==> src/rtl/wr_ptr_full_if.sv <==
// Write-side bus of the async FIFO pointer block.
// The producer and the read-pointer synchroniser drive the master side.
// The write pointer/full logic sits on the slave side.
interface wr_ptr_full_if #(
  parameter int ADDR_WIDTH = 4
);

  logic                  wr_en;         // write request from producer
  logic [ADDR_WIDTH:0]   rd_gray_sync;  // read Gray pointer, already synced into wr_clk
  logic [ADDR_WIDTH-1:0] wr_addr;       // RAM write address
  logic [ADDR_WIDTH:0]   wr_gray;       // registered Gray write pointer, to read domain
  logic                  wr_push;       // RAM write-enable this cycle
  logic                  full;          // registered full flag
  logic                  almost_full;   // registered, free slots at or below threshold
  logic [ADDR_WIDTH:0]   wr_level;      // registered occupancy seen from wr_clk
  logic                  overflow;      // one-cycle pulse: write dropped while full

  modport master (
    output wr_en, rd_gray_sync,
    input  wr_addr, wr_gray, wr_push, full, almost_full, wr_level, overflow
  );

  modport slave (
    input  wr_en, rd_gray_sync,
    output wr_addr, wr_gray, wr_push, full, almost_full, wr_level, overflow
  );

endinterface

==> src/rtl/wr_ptr_full.sv <==
// Write-domain pointer and full-flag generator for an async FIFO.
// Keeps the binary/Gray write pointer and derives the RAM address.
// Compares the next pointer against the synced read Gray pointer to produce
// registered full, almost_full, level and overflow.
// Only the Gray pointers cross clock domains.
module wr_ptr_full #(
  parameter int ADDR_WIDTH    = 4,
  parameter int ALMOST_FULL_M = 2
) (
  input logic          wr_clk,
  input logic          wr_rst,
  wr_ptr_full_if.slave bus
);

  localparam int AW    = ADDR_WIDTH;
  localparam int PW    = AW + 1;
  localparam int DEPTH = 1 << AW;

  localparam logic [PW-1:0] DEPTH_P = PW'(DEPTH);
  localparam logic [PW-1:0] AFM_P   = PW'(ALMOST_FULL_M);

  logic [PW-1:0] wr_bin;
  logic [PW-1:0] gray;
  logic [PW-1:0] level;
  logic          full;
  logic          almost_full;
  logic          overflow;
  logic          push;

  logic [PW-1:0] bin_next;
  logic [PW-1:0] gray_next;
  logic [PW-1:0] rd_bin;
  logic [PW-1:0] full_match;
  logic [PW-1:0] level_next;
  logic [PW-1:0] free_next;

  // A write is accepted only when the registered full flag allows it.
  // This keeps any combinational path from rd_gray_sync away from wr_push.
  assign push = bus.wr_en & ~full;

  // Next pointer, read-pointer decode and next occupancy.
  always_comb begin
    // NOTE: every signal gets a default first so no path can leave it unassigned (no latch).
    bin_next   = '0;
    gray_next  = '0;
    rd_bin     = '0;
    full_match = '0;
    level_next = '0;
    free_next  = '0;

    bin_next  = wr_bin + PW'(push);
    gray_next = bin_next ^ (bin_next >> 1);

    // Gray to binary: each bit is the XOR of all Gray bits from the MSB down to it.
    for (int i = 0; i < PW; i++) begin
      rd_bin[i] = ^(bus.rd_gray_sync >> i);
    end

    // Full when the write pointer is exactly one lap (DEPTH) ahead of the read pointer.
    // In Gray code this means the top two bits are inverted and the rest are equal.
    full_match = {~bus.rd_gray_sync[AW:AW-1], bus.rd_gray_sync[AW-2:0]};

    // Occupancy wraps naturally modulo 2**PW; it never exceeds DEPTH.
    level_next = bin_next - rd_bin;
    free_next  = DEPTH_P - level_next;
  end

  // Pointer and status registers; reset discards all pointer state.
  always_ff @(posedge wr_clk) begin
    // NOTE: sequential state uses non-blocking assignments so every register samples pre-edge values.
    if (wr_rst) begin
      wr_bin      <= '0;
      gray        <= '0;
      level       <= '0;
      full        <= 1'b0;
      almost_full <= 1'b0;
      overflow    <= 1'b0;
    end else begin
      wr_bin      <= bin_next;
      gray        <= gray_next;
      level       <= level_next;
      full        <= (gray_next == full_match);
      almost_full <= (free_next <= AFM_P);
      overflow    <= bus.wr_en & full;
    end
  end

  assign bus.wr_addr     = wr_bin[AW-1:0];
  assign bus.wr_gray     = gray;
  assign bus.wr_push     = push;
  assign bus.full        = full;
  assign bus.almost_full = almost_full;
  assign bus.wr_level    = level;
  assign bus.overflow    = overflow;

endmodule
==> src/flat_wrapper.sv <==
// flat-port wrapper written by rule: the top's interface ports become plain ports
module wr_ptr_full_flat 
#(
  parameter int ADDR_WIDTH    = 4,
  parameter int ALMOST_FULL_M = 2
)
  (wr_clk, wr_rst, bus_wr_en, bus_rd_gray_sync, bus_wr_addr, bus_wr_gray, bus_wr_push, bus_full, bus_almost_full, bus_wr_level, bus_overflow);
  wr_ptr_full_if #(.ADDR_WIDTH(ADDR_WIDTH)) bus_i ();
  input logic wr_clk;
  input logic wr_rst;
  input wire logic [$bits(bus_i.wr_en)-1:0] bus_wr_en;
  input wire logic [$bits(bus_i.rd_gray_sync)-1:0] bus_rd_gray_sync;
  output wire logic [$bits(bus_i.wr_addr)-1:0] bus_wr_addr;
  output wire logic [$bits(bus_i.wr_gray)-1:0] bus_wr_gray;
  output wire logic [$bits(bus_i.wr_push)-1:0] bus_wr_push;
  output wire logic [$bits(bus_i.full)-1:0] bus_full;
  output wire logic [$bits(bus_i.almost_full)-1:0] bus_almost_full;
  output wire logic [$bits(bus_i.wr_level)-1:0] bus_wr_level;
  output wire logic [$bits(bus_i.overflow)-1:0] bus_overflow;
  assign bus_i.wr_en = bus_wr_en;
  assign bus_i.rd_gray_sync = bus_rd_gray_sync;
  assign bus_wr_addr = bus_i.wr_addr;
  assign bus_wr_gray = bus_i.wr_gray;
  assign bus_wr_push = bus_i.wr_push;
  assign bus_full = bus_i.full;
  assign bus_almost_full = bus_i.almost_full;
  assign bus_wr_level = bus_i.wr_level;
  assign bus_overflow = bus_i.overflow;
  wr_ptr_full #(.ADDR_WIDTH(ADDR_WIDTH), .ALMOST_FULL_M(ALMOST_FULL_M)) u_core (.wr_clk(wr_clk), .wr_rst(wr_rst), .bus(bus_i));
endmodule
==> config.mk <==
export PLATFORM = sky130hd
export DESIGN_NAME = wr_ptr_full_flat
export DESIGN_NICKNAME = d
export VERILOG_FILES = /design/src/rtl/wr_ptr_full_if.sv /design/src/rtl/wr_ptr_full.sv /design/src/flat_wrapper.sv
export SDC_FILE = /design/constraint.sdc
export NUM_CORES = 1
export LEC_CHECK = 0
export BUFFER_PORTS_ARGS = -buffer_cell sky130_fd_sc_hd__clkbuf_2
export CAP_MARGIN = 10
export CORE_MARGIN = 10
export CORE_UTILIZATION = 52
export DETAILED_ROUTE_END_ITERATION = 6
export GPL_TIMING_DRIVEN = 0
export HOLD_SLACK_MARGIN = 0.12
export PLACE_DENSITY = 0.88
export SLEW_MARGIN = 20
export SYNTH_ARGS = -nofsm -noshare
export SYNTH_HDL_FRONTEND = slang
export SYNTH_SLANG_ARGS = --single-unit
==> constraint.sdc <==
create_clock -name wr_clk -period 4.2 [get_ports wr_clk]
set_input_delay 0.84 -clock wr_clk [delete_from_list [all_inputs] [get_ports wr_clk]]
set_output_delay 0.84 -clock wr_clk [all_outputs]
set_load 0.1 [all_outputs]
; Word-level counts from Yosys, hierarchy flattened
; Cells that the tools add are included.
[totals]
elab_cells = 21
register_bits = 18
[classes]
eq_ne = 1
n_lt_le_gt_ge = 1
bitwise_logic = 5
reduce_logical = 5
addsub = 3
[ops]
columns = cell, count
row1 = 5-bit parity, 5
row2 = 5-bit by 1-bit adder with 5-bit output, 1
row3 = 5-bit == test, 1
row4 = 5-bit by 2-bit <= comparator with 1-bit output (second input constant), 1
row5 = 5-bit subtractor, 1
row6 = 5-bit subtractor (first input constant), 1
row7 = 5-bit by 4-bit bitwise XOR with 5-bit output, 1
row8 = 1-bit AND, 2
row9 = 2-bit inverter, 1
row10 = 1-bit inverter, 1

; Longest topological paths before layout
[logic_depth]
depth_word = 6
ltp_mapped = 13

; Worst setup path before layout
; Ideal clock, no wire load.
[synth_path]
path_type = input-to-reg
start = input port bus_wr_en
end = register u_core.almost_full, in the netlist u_core.bus.almost_full
arrival_time_ps = 4737
required_ps = 4121
slack_ps = -616
path_stages = 12
cell_sequence = nor2b_1 -> ha_1 -> ha_1 -> xnor2_1 -> xnor2_2 -> ha_1 -> or3_1 -> o22ai_1 -> a2111o_1 -> a21oi_1 -> or4b_1 -> o211ai_1
[synth_between]
elab_chain_len = 5
[synth_lines]
columns = element, line
row1 = start: declaration, flat_wrapper.sv:11  ; input wire logic [$bits(bus_i.wr_en)-1:0] bus_wr_en;
row2 = 1-bit AND, wr_ptr_full.sv:39  ; assign push = bus.wr_en & ~full;
row3 = 5-bit by 1-bit adder with 5-bit output, wr_ptr_full.sv:51  ; bin_next = wr_bin + PW'(push);
row4 = 5-bit subtractor, wr_ptr_full.sv:64  ; level_next = bin_next - rd_bin;
row5 = 5-bit subtractor, wr_ptr_full.sv:65  ; free_next = DEPTH_P - level_next;
row6 = 5-bit by 2-bit <= comparator with 1-bit output, wr_ptr_full.sv:83  ; almost_full <= (free_next <= AFM_P);
row7 = end signal: assignment, wr_ptr_full.sv:83
row8 = end: declaration, wr_ptr_full.sv:26  ; logic almost_full;
; Every way passes these cells.
; A chain may end at the register's enable or synchronous reset.

; Worst setup path in the final report
[layout_path]
start = input port bus_rd_gray_sync[4]
end = register u_core.almost_full, in the netlist u_core.bus.almost_full
[layout_between]
elab_chain_len = 4
[layout_lines]
columns = element, line
row1 = start: declaration, flat_wrapper.sv:12  ; input wire logic [$bits(bus_i.rd_gray_sync)-1:0] bus_rd_gray_sync;
row2 = 5-bit parity, wr_ptr_full.sv:56  ; rd_bin[i] = ^(bus.rd_gray_sync >> i);
row3 = 5-bit subtractor (*), wr_ptr_full.sv:64
row4 = named net u_core.level_next[1], wr_ptr_full.sv:34  ; logic [PW-1:0] level_next;
row5 = 5-bit subtractor (*), wr_ptr_full.sv:65
row6 = 5-bit by 2-bit <= comparator with 1-bit output (*), wr_ptr_full.sv:83
; Mark *: on every way through the listed nets, which the timed path passes. The rest lies on a longest branch.

==> flow_summary.json <==
{
  "synth_fp_nets": 132,
  "max_slew.worst_pin.slew_ns": 0.5556,
  "design.die.area_um2": 4341,
  "gp_congestion": 0.8784,
  "final_nets": 160,
  "diodes": 0,
  "slowest_stage": "xnor3_2",
  "leakagePower_uw": 0.0005935,
  "post_drt_wl_per_cell_um": 13.66,
  "rsz0062_at_grt": "false",
  "fin_crit_ns": 3.514,
  "stdcell_count": 169,
  "cts_setup_buffers": 0,
  "slew_headroom_pct": 63.12,
  "synth_top_area_cell": "dfxtp_1",
  "drtAntennaViolNets": 0,
  "holdWs_ns": 0.4901,
  "hp-start": "u_core.bus.full",
  "num_vias": 926,
  "final_cell_mix": "clkbuf_2 (23), dfxtp_1 (17), nor2_1 (13), xnor2_1 (10), ha_1 (9)",
  "r2r-start": "u_core.bus.full",
  "drtIter0Drc": 40,
  "preCtsSetupSlack_ns": 0.3860,
  "avgViaCountPerCell": 5.479,
  "path_clk_slew_ns": 0.09,
  "grt-ovfl-total": 0,
  "die_h_um": 65.89,
  "met3_length_um": 188,
  "drc_errors": 0,
  "route.met2.wl_um": 1111,
  "mostFrequentLayoutCell": "clkbuf_2",
  "cp_data_arrival_time_ns": 3.73,
  "required_ns": 4.42,
  "synth_area_leaders": "dfxtp_1 (31%), ha_1 (10%), xnor2_1 (8.0%)",
  "setup_violations": 0,
  "syn_avg_cell_area_um2": 9.520,
  "hold_buffers": 0,
  "synth_sequential_area_ratio_pct": 31.09,
  "worst_path_most_repeated_cell": "ha_1",
  "clk_root_buffer_cell": "clkbuf_4",
  "path_cells": "clkbuf_2 -> xnor3_2 -> xor2_4 -> xnor2_1 -> ha_1 -> inv_1 -> ha_1 -> inv_1 -> ha_1 -> a21oi_1 -> nand4_1 -> a21oi_1 -> or4b_1 -> o211ai_1",
  "ir_drop_uv": 265.4,
  "numPortBuffers": 23,
  "cts_resized": 0,
  "drv_slew": 0,
  "antenna_found_initial": 0,
  "grt_pass1_wl_um": 4098,
  "chipWidth_um": 65.89,
  "synth_edf_count": 0,
  "end_kind": "flop",
  "fin_worst_skew_ns": 0.001288,
  "netlist_area_um2": 1095,
  "grt_pass1_vias": 937,
  "path_max_fanout": 5,
  "postSynthCellCount": 115,
  "drt_first_pass_iters": 5,
  "cts.sinks": 17,
  "insertion_delay_ns": 0.29,
  "core-area_um2": 1982,
  "start_kind": "input pin",
  "synth_ff_type": "dfxtp_1",
  "top_layer": "met4",
  "yosysWarnings": 0,
  "run_status": "complete, no violations",
  "synth_seq_cells": 17,
  "startpoint": "bus_rd_gray_sync[4]",
  "setup_tns_ns": 0,
  "crit_type": "input pin to flop",
  "htree_levels": 1,
  "cts_buffer_depth": 2,
  "syn_to_final_growth_pct": 16.69,
  "period_share_pct": 83.68,
  "cts_made_buffers": 3,
  "cp.buffers_inverters": 3,
  "layout_setup_ws_ns": 0.6856,
  "synthArstFlopShare_pct": 0,
  "dpl.cell_count": 165,
  "tritoncts": "built",
  "grt_max_degree": 11,
  "max_freq_mhz": 284.5,
  "drive_gt1_share_pct": 23.94,
  "cp_top_family": "XOR/XNOR gates",
  "fin_util_pct": 64.46,
  "synth_top_area_share_pct": 31.09,
  "io_pins": 26,
  "drt-total-wl_um": 2309,
  "maxCapViolCount": 0,
  "p_per_area_nw_per_um2": 499.3,
  "max_stage_delay_ns": 0.52,
  "ys_types": 40,
  "start_util_pct": 55.24,
  "final_hold_viol_count": 0,
  "rows": 16,
  "m1WireLength_um": 899,
  "track_usage_pct": 11.74,
  "nFillCells": 165,
  "hpwl_um": 1931,
  "min_path_type": "flop to flop"
}
[registers in the layout (all words and copies together) (netlist names)]
signal                  flops
u_core.bus.almost_full      1
u_core.bus.full             1
u_core.bus.overflow         1
u_core.bus.wr_gray          5
u_core.bus.wr_level         5
u_core.wr_bin               4
[per-stage QoR]
stage / cell area (µm²) / power [µW]
6_report: 1277 / 637.9
4_1_cts: 1277 / 640.8
3_5_place_dp: 1251 / 555.8
3_3_place_gp: 1251 / 544.8
2_1_floorplan: 1102 / 497.6
5_1_grt: 1277 / 680.6
[tightest hold or removal path, stage by stage, from the launching register on]
cell,delay [ns]
dfxtp_1,0.35
nand2_1,0.07
nor2_1,0.03
[layout make-up]
cell class | count | area, µm² | area share, %
plain buffers | 3 | 18.77 | 1.469
clock buffers | 4 | 26.28 | 2.057
inverters | 6 | 22.52 | 1.763
multi-input cells | 89 | 720.7 | 56.42
flip-flops and latches | 17 | 340.3 | 26.64
well taps | 27 | 33.78 | 2.644
repair buffers | 23 | 115.1 | 9.011
[routing by layer]
layer | GRT usage, % | up-vias
li1 | - | 458
met1 | 12.10 | 422
met2 | 20.41 | 37
met3 | 2.203 | 9
met4 | 9.091 | 0
met5 | 0 | -
[kinds of logic after synthesis]
family | after synthesis | synth area share [%]
AND/OR/NAND/NOR | 43 | 21.14
XOR/XNOR | 21 | 22.97
flip-flops | 17 | 31.09
AO/OA/AOI/OAI | 15 | 9.830
buffers and inverters | 9 | 3.771
adder cells (fa/ha/maj) | 9 | 10.29
multiplexers | 1 | 0.9143
[synth_stat cells (2+ instances only)]
cell / number
dfxtp_1: 17
xnor2_1: 10
nand3_1: 7
nor3_1: 4
clkbuf_1: 2
xor2_1: 6
ha_1: 9
o21ai_0: 4
nand2_1: 3
nand2b_1: 2
nor2b_1: 3
nor2_1: 13
inv_1: 6
a21oi_1: 2
or3_1: 2
[power breakdown]
part	total, µW	internal (µW)	switching (µW)	leakage [µW]
clock network	83.8	37.0	46.8	0.0000150
registers	189	181	7.64	0.000139
logic	365	96.8	269	0.000439
[final timing paths]
check / endpoint / slack, ns / cells past startpoint
setup reg to reg: u_core.bus.almost_full / 1.09 / 12
setup / recovery: u_core.bus.almost_full / 0.69 / 14
hold / removal: u_core.bus.overflow / 0.49 / 2
hold reg to reg: u_core.bus.overflow / 0.49 / 2
Power figures use the tool's default switching activity.
